**config.mk**
```make
export PLATFORM = sky130hd
export DESIGN_NAME = hilo_muldiv_ctrl
export DESIGN_NICKNAME = d
export VERILOG_FILES = /design/src/rtl/hilo_muldiv_ctrl.sv
export SDC_FILE = /design/constraint.sdc
export NUM_CORES = 2
export LEC_CHECK = 0
export BUFFER_PORTS_ARGS = -buffer_cell sky130_fd_sc_hd__buf_2
export CAP_MARGIN = 20
export CORE_ASPECT_RATIO = 0.7
export CORE_UTILIZATION = 51
export CTS_BUF_LIST = sky130_fd_sc_hd__clkbuf_2 sky130_fd_sc_hd__clkbuf_4 sky130_fd_sc_hd__clkbuf_8
export DETAILED_ROUTE_END_ITERATION = 8
export GPL_ROUTABILITY_DRIVEN = 1
export PLACE_DENSITY = 0.67
export RECOVER_POWER = 100
export SLEW_MARGIN = 20
export SYNTH_ARGS = -nofsm -noshare
export SYNTH_HDL_FRONTEND = slang
export SYNTH_SLANG_ARGS = --single-unit
export TNS_END_PERCENT = 20
```
**constraint.sdc**
```tcl
create_clock -name clk -period 19.5 [get_ports clk]
set_clock_uncertainty 0.15 [all_clocks]
set_input_delay 3.9 -clock clk [delete_from_list [all_inputs] [get_ports clk]]
set_output_delay 3.9 -clock clk [all_outputs]
set_load 0.005 [all_outputs]
```
**src/rtl/hilo_muldiv_ctrl.sv**
```systemverilog
// HI/LO multiply/divide unit: single-cycle registered multiply, 32-step restoring divide.
// Latency: done two cycles after acceptance for MULT/MULTU, 33 cycles for DIV/DIVU.
// Backpressure: busy stalls the pipeline from the acceptance cycle until the result cycle.
module hilo_muldiv_ctrl (
    input  logic        clk,
    input  logic        rst,
    input  logic        start,
    input  logic [5:0]  op,
    input  logic [31:0] a,
    input  logic [31:0] b,
    input  logic        flush,
    output logic        busy,
    output logic        done,
    output logic [31:0] hi,
    output logic [31:0] lo
);

    localparam logic [5:0] ALU_MULT  = 6'h18;
    localparam logic [5:0] ALU_MULTU = 6'h19;
    localparam logic [5:0] ALU_DIV   = 6'h1a;
    localparam logic [5:0] ALU_DIVU  = 6'h1b;

    typedef enum logic [1:0] {IDLE, MUL, DIV, DONE} state_t;

    state_t      state, state_nxt;
    logic [31:0] a_q, b_q;
    logic        sgn_q;
    logic [4:0]  cnt;
    logic [31:0] quo, rem, dvs;

    logic        is_mul, is_div, accept, op_signed;
    logic [31:0] a_mag, b_mag;
    logic [63:0] ext_a, ext_b, prod;
    logic [32:0] r_shift, r_sub;
    logic        ge;
    logic [31:0] quo_nxt, rem_nxt, div_hi, div_lo;

    always_comb begin
        is_mul    = (op == ALU_MULT) || (op == ALU_MULTU);
        is_div    = (op == ALU_DIV)  || (op == ALU_DIVU);
        op_signed = (op == ALU_MULT) || (op == ALU_DIV);
        accept    = (state == IDLE) && start && (is_mul || is_div) && !flush;
        busy      = accept || (state == MUL) || (state == DIV);
        done      = (state == DONE);
        // Divider works on magnitudes; -0x80000000 wraps to 0x80000000 which is the correct unsigned magnitude
        a_mag     = (op_signed && a[31]) ? -a : a;
        b_mag     = (op_signed && b[31]) ? -b : b;
    end

    always_comb begin
        ext_a = {{32{sgn_q & a_q[31]}}, a_q};
        ext_b = {{32{sgn_q & b_q[31]}}, b_q};
        prod  = ext_a * ext_b;
    end

    always_comb begin
        r_shift = {rem, quo[31]};
        r_sub   = r_shift - {1'b0, dvs};
        ge      = (r_shift >= {1'b0, dvs});
        rem_nxt = ge ? r_sub[31:0] : r_shift[31:0];
        quo_nxt = {quo[30:0], ge};
        if (dvs == 32'd0) begin
            // Divide by zero: raw dividend in HI, all-ones quotient, no sign fix-up
            div_lo = 32'hffff_ffff;
            div_hi = a_q;
        end else begin
            div_lo = (sgn_q && (a_q[31] ^ b_q[31])) ? -quo_nxt : quo_nxt;
            div_hi = (sgn_q && a_q[31]) ? -rem_nxt : rem_nxt;
        end
    end

    always_comb begin
        state_nxt = state;
        case (state)
            IDLE: if (accept) state_nxt = is_mul ? MUL : DIV;
            MUL:  state_nxt = DONE;
            DIV:  if (cnt == 5'd31) state_nxt = DONE;
            DONE: state_nxt = IDLE;
            default: state_nxt = IDLE;
        endcase
        if (flush) state_nxt = IDLE;
    end

    always_ff @(posedge clk) begin
        if (rst) begin
            state <= IDLE;
            cnt   <= 5'd0;
            a_q   <= 32'd0;
            b_q   <= 32'd0;
            sgn_q <= 1'b0;
            quo   <= 32'd0;
            rem   <= 32'd0;
            dvs   <= 32'd0;
            hi    <= 32'd0;
            lo    <= 32'd0;
        end else begin
            state <= state_nxt;
            if (accept) begin
                a_q   <= a;
                b_q   <= b;
                sgn_q <= op_signed;
                quo   <= a_mag;
                dvs   <= b_mag;
                rem   <= 32'd0;
                cnt   <= 5'd0;
            end else if (state == DIV && !flush) begin
                quo <= quo_nxt;
                rem <= rem_nxt;
                cnt <= cnt + 5'd1;
            end
            // state_nxt is already IDLE under flush, so a flushed op never reaches here
            if (state_nxt == DONE && state != DONE) begin
                if (state == MUL) begin
                    hi <= prod[63:32];
                    lo <= prod[31:0];
                end else begin
                    hi <= div_hi;
                    lo <= div_lo;
                end
            end
        end
    end

endmodule

```
=== Yosys cells after proc, flatten, opt, wreduce, memory -nomap -nowiden ===
Index checks and enable logic that the tools add are counted.

* Input port bits: 74
* Register bits: 232
* Output and inout bits: 66
* Logic and storage cells: 67

* Reduce and logical (&&, ||, !) cells: 20
* Eq/ne operators: 10
* Bitwise gates (word level): 3
* Add/subtract/negate cells: 6
* $lt $le $gt $ge: 1
* Mux-type cells: 16
* Multipliers: 1

{| class="wikitable"
|+ Operator list
! operator !! count
|-
| two-way mux 32 bit || 11
|-
| negator 32 bit || 4
|-
| multiplier 33 x 33 -> 64 bit || 1
|-
| >= comparator 33 x 32 -> 1 bit || 1
|-
| zero test 32 bit || 1
|-
| subtractor 32 bit || 1
|-
| equality test 6 x 5 -> 1 bit (second input constant) || 4
|-
| logical AND 1 bit || 9
|-
| two-way mux 2 bit || 4
|-
| one-hot mux 2 bit (4 select lines) || 1
|-
| equality test 2 bit (second input constant) || 3
|-
| logical OR 1 bit || 6
|-
| adder 5 x 1 -> 5 bit (second input constant) || 1
|-
| equality test 5 bit (second input constant) || 1
|-
| bitwise AND 1 bit || 2
|-
| equality test 2 x 1 -> 1 bit (second input constant) || 1
|-
| zero test 2 bit || 1
|-
| inequality test 2 bit (second input constant) || 1
|-
| nonzero test 2 bit || 1
|-
| OR reduction 2 bit || 1
|-
| zero test 1 bit || 1
|-
| XOR 1 bit || 1
|}

=== Longest topological paths before layout ===
* Word-level depth: 10
* Gate-level depth with buffers: 35
* Mapped depth without buffers: 30

=== Worst setup path before layout ===
OpenSTA, ideal clock, no wires.

* Path type: input to output
* Start point: input op[5]
* End point: output busy
* Required time: 15.450 ns
* Buffers on the path: 1
* Path slack: 10.377 ns
* Stages on the path: 4
* Arrival time: 5.073 ns
* Cell sequence: nand4bb_1 > nor3_1 > clkbuf_1 > or3_1

* Cells in the longest elaborated chain, start to end: 7
* Elaborated cells between the ends (all ways): 11
* Those cells by class: eq/ne: 4; reduce/logical: 7

{| class="wikitable"
|+ RTL lines
! item !! line !! RTL
|-
| start, declared || 8 || <nowiki>input logic [5:0] op,</nowiki>
|-
| equality test 6 x 5 -> 1 bit, on equally long branches || 39, 40 ||
|-
| logical OR 1 bit, on equally long branches || 39, 40 ||
|-
| logical OR 1 bit * || 42 || <nowiki>accept = (state == IDLE) && start && (is_mul || is_div) && !flush;</nowiki>
|-
| logical AND 1 bit * (2 in a row) || 42 ||
|-
| logical OR 1 bit * (2 in a row) || 43 || <nowiki>busy = accept || (state == MUL) || (state == DIV);</nowiki>
|-
| end, declared || 12 || <nowiki>output logic busy,</nowiki>
|}

Mark *: on every way between the ends. The rest lies on a longest branch, timed or not.

=== Final worst setup path ===
* Start point: input op[5]
* End point: register lo[30]

* Cells in the longest elaborated chain, start to end: 10
* Elaborated cells between the ends (all ways): 15
* Those cells by class: eq/ne: 5; mux: 4; reduce/logical: 6

{| class="wikitable"
|+ RTL lines
! item !! line !! RTL
|-
| equality test 6 x 5 -> 1 bit, on equally long branches || 39, 40 ||
|-
| logical OR 1 bit, on equally long branches || 39, 40 ||
|-
| logical OR 1 bit || 42 ||
|-
| logical AND 1 bit (2 in a row) || 42 ||
|-
| two-way mux 2 bit * || 75 || <nowiki>IDLE: if (accept) state_nxt = is_mul ? MUL : DIV;</nowiki>
|-
| one-hot mux 2 bit (4 select lines) * || 74 || <nowiki>case (state)</nowiki>
|-
| two-way mux 2 bit * || 81 || <nowiki>if (flush) state_nxt = IDLE;</nowiki>
|-
| equality test 2 bit * || 112 || <nowiki>if (state_nxt == DONE && state != DONE) begin</nowiki>
|-
| logical AND 1 bit * || 112 ||
|-
| end signal, assigned || 115 || <nowiki>lo <= prod[31:0];</nowiki>
|-
| end signal, assigned || 118 || <nowiki>lo <= div_lo;</nowiki>
|-
| end, declared || 15 || <nowiki>output logic [31:0] lo</nowiki>
|}

Marked as above.
A chain may end at the register's enable or synchronous reset.

==> metrics <==
status finished, violations left; failing checks capacitance limit, slew limit; Worst-Margin Slew 3.55 ns; DR vias/cell 5.70; Fill cells around 9500; CP startpoint kind input port; EDFF count, synth 0; CTS Buf Count 39; WP buf/inv 3; R2R setup slack around 9 ns; M3 GR Usage 7.16%; Final min period 10.58 ns; syn nets about 7600; Hold Slack 0.307 ns; RSZ-0062 raised after global routing no; Synth Cell Area roughly 52000 µm²; Skew-Pair Late Insertion Delay 0.66 ns; gr ovfl total 0; CTS max path bufs 3; initial antenna violation count 7; Seq/Total Area, Yosys 8.86%; area of the core a little over 100000 µm²; M1 GR Usage 48.0%; Leakage around 26 nW; # hold bufs at CTS 0; cells resized by post-CTS repair 0; Top-Level Pins 140; routed wire length 160000 µm; fin. max-slew vios approximately 330; top-count cell post-synth inv_1; Sink Count ~230; total track usage 31.6%; Hold WC Path Type reg2reg; Syn. warnings 0; # Post-CTS Setup Buffers 0; Synth Register Bits 231; share of the synthesized area in the top cell type 43.2%; asr flop ratio synth 0%; worst rel slew slack -137%; input/output buffers 139; number of DRC markers in iteration 0 3897; Synth cell types a little over 80; top area cells in the synthesized netlist fa_1 (43%), dfxtp_1 (8.9%), inv_1 (8.5%), nand2_1 (7.5%), ha_1 (6.1%); DIE HEIGHT 270 µm; # rows 97; data required time of the worst path 19.84 ns; DRT Pass-1 Iters 6; DP Wirelength 127000 µm; vias in the first global route 42400; mean area per synthesized cell 8.49 µm²; Power Dens Cells 25.2 nW/µm²; post-synthesis cell count about 6000; CTS tree done; CP delay by family, top buffers and inverters; CTS HTree Levels 2; fin crit share 54.3%; endpoint class of the critical path flip-flop; largest net degree at the start of global routing 115; max cap viols 5; Hold Vio Cnt, Final 0; DRC 0; main flop type after synthesis dfxtp_1; global routing usage on met2 around 45%; vias 42100; Layout area overhead 4.60%; Arr. time, crit path ~11 ns; final setup vio count 0; busiest grt layer met1; CP Cell Sequence buf_2 > nand4bb_1 > nor3_1 > clkbuf_1 > nand2_1 > o21ai_0 > a221o_1 > or3_1 > clkbuf_1 > a221oi_1 > a21oi_1 > nor2_1; Die X 384 µm; WS Path Type in2reg; Root Buffer Master clkbuf_8; CP max FO 66; Final ANT Viol Nets 0; area leader, netlist fa_1; fraction of layout cells with a size suffix above 1 4.80%; worst vdd ir roughly 0.047 mV; DR WL/cell between 20 and 25 µm; Slowest cell on crit path clkbuf_1; Starting Density between 50% and 60%; DIE AREA just over 100000 µm²; CP most frequent cell clkbuf_1; setup total negative slack 0 ns; Final nets 7477; GPL Wtd Cong 0.986; list of most frequent post-synthesis cells inv_1 (1188), fa_1 (1126), nand2_1 (1039), clkbuf_1 (375), and2_1 (364); clock-pin slew on the worst setup and hold paths around 0.060 ns; first-pass GRT wire length 252000 µm; Max Fclk 94.5 MHz; Worst path max stage delay 2.45 ns
## power by group
| part | switching (W) | total, W | internal (W) |
|---|---|---|---|
| Combinational | 0.000245 | 0.000342 | 0.0000970 |
| Clock | 0.000252 | 0.000552 | 0.000299 |
| Sequential | 0.00000536 | 0.000480 | 0.000475 |
| Total | 0.000503 | 0.00137 | 0.000871 |
## worst paths after layout
path                            cells after the start                start                   to
worst max-delay path                               12                op[5]  lo[30]$_SDFFE_PP0P_
worst min-delay path                                2  b_q[5]$_SDFFE_PP0P_  b_q[5]$_SDFFE_PP0P_
worst max register to register                     28  b_q[3]$_SDFFE_PP0P_  hi[29]$_SDFFE_PP0P_
worst min register to register                      2  b_q[5]$_SDFFE_PP0P_  b_q[5]$_SDFFE_PP0P_
## cell type report
cell class              instances  area (µm²)  share of cell area, %
multi-input cells            4336       41600                   76.3
flip-flops and latches        231        4630                   8.49
well taps                    1336        1670                   3.06
diodes                          1        2.50                0.00459
repair buffers                225        1280                   2.34
inverters                    1189        4460                   8.18
clock inverters                17         263                  0.481
clock buffers                  49         643                   1.18
## cell families after synthesis
group / count (synthesis) / synth area share, %
fa+ha+maj: 1381 / 49.3
flops: 231 / 8.86
simple gates: 1982 / 17.3
buf+inv: 1581 / 11.4
xor+xnor: 201 / 3.37
compound gates: 745 / 9.21
mux: 27 / 0.525
## worst reg2reg max path: cells and delay by family (launching register included)
family          cells  cell delay [ns]
buf+inv             7             1.17
compound gates      8             2.47
fa+ha+maj           9             4.36
simple gates        4             1.28
flops               1             0.78
## placed cells by master (no fill, tap or decap), types with 44 or more instances in the layout
cell	synthesis	final
nor3_1	60	59
clkbuf_1	375	44
xor2_1	77	77
xnor2_1	124	124
buf_4	0	80
nand2_1	1039	1038
ha_1	255	254
a21oi_1	272	273
buf_2	7	100
fa_1	1126	1126
nor2_1	306	305
inv_1	1188	1188
o21ai_0	118	119
dfxtp_1	231	226
a211oi_1	63	63
clkbuf_8	0	44
and2_1	364	363
## through the flow
step                      instance area (µm²)  util (%)  setup slack (ns)  instances  total power, W
after CTS                               54700      54.3              9.78       7383         0.00136
after detailed placement                53700      53.4              9.91       7317        0.000817
final                                   54600      54.2              8.92       7384         0.00137
after global routing                    54600      54.2              8.40       7383         0.00141
after global placement                  53700      53.4             10.13       7317        0.000816
after floorplan                         52200         -             10.38       6148        0.000698
## layer usage
| metal | share of wire, % | up-vias |
|---|---|---|
| li1 | - | 18500 |
| met1 | 45 | 21300 |
| met2 | 41 | 2015 |
| met3 | 11 | 261 |
| met4 | 3.2 | 6 |
| met5 | 0.023 | - |
## state kept, by name, indices dropped and copies added (netlist names)
register	flops
a_q	32
b_q	32
hi	32
lo	32
quo	32
rem	32
dvs	31
cnt	5
state	2
sgn_q	1
(Power assumes the default switching activity.)
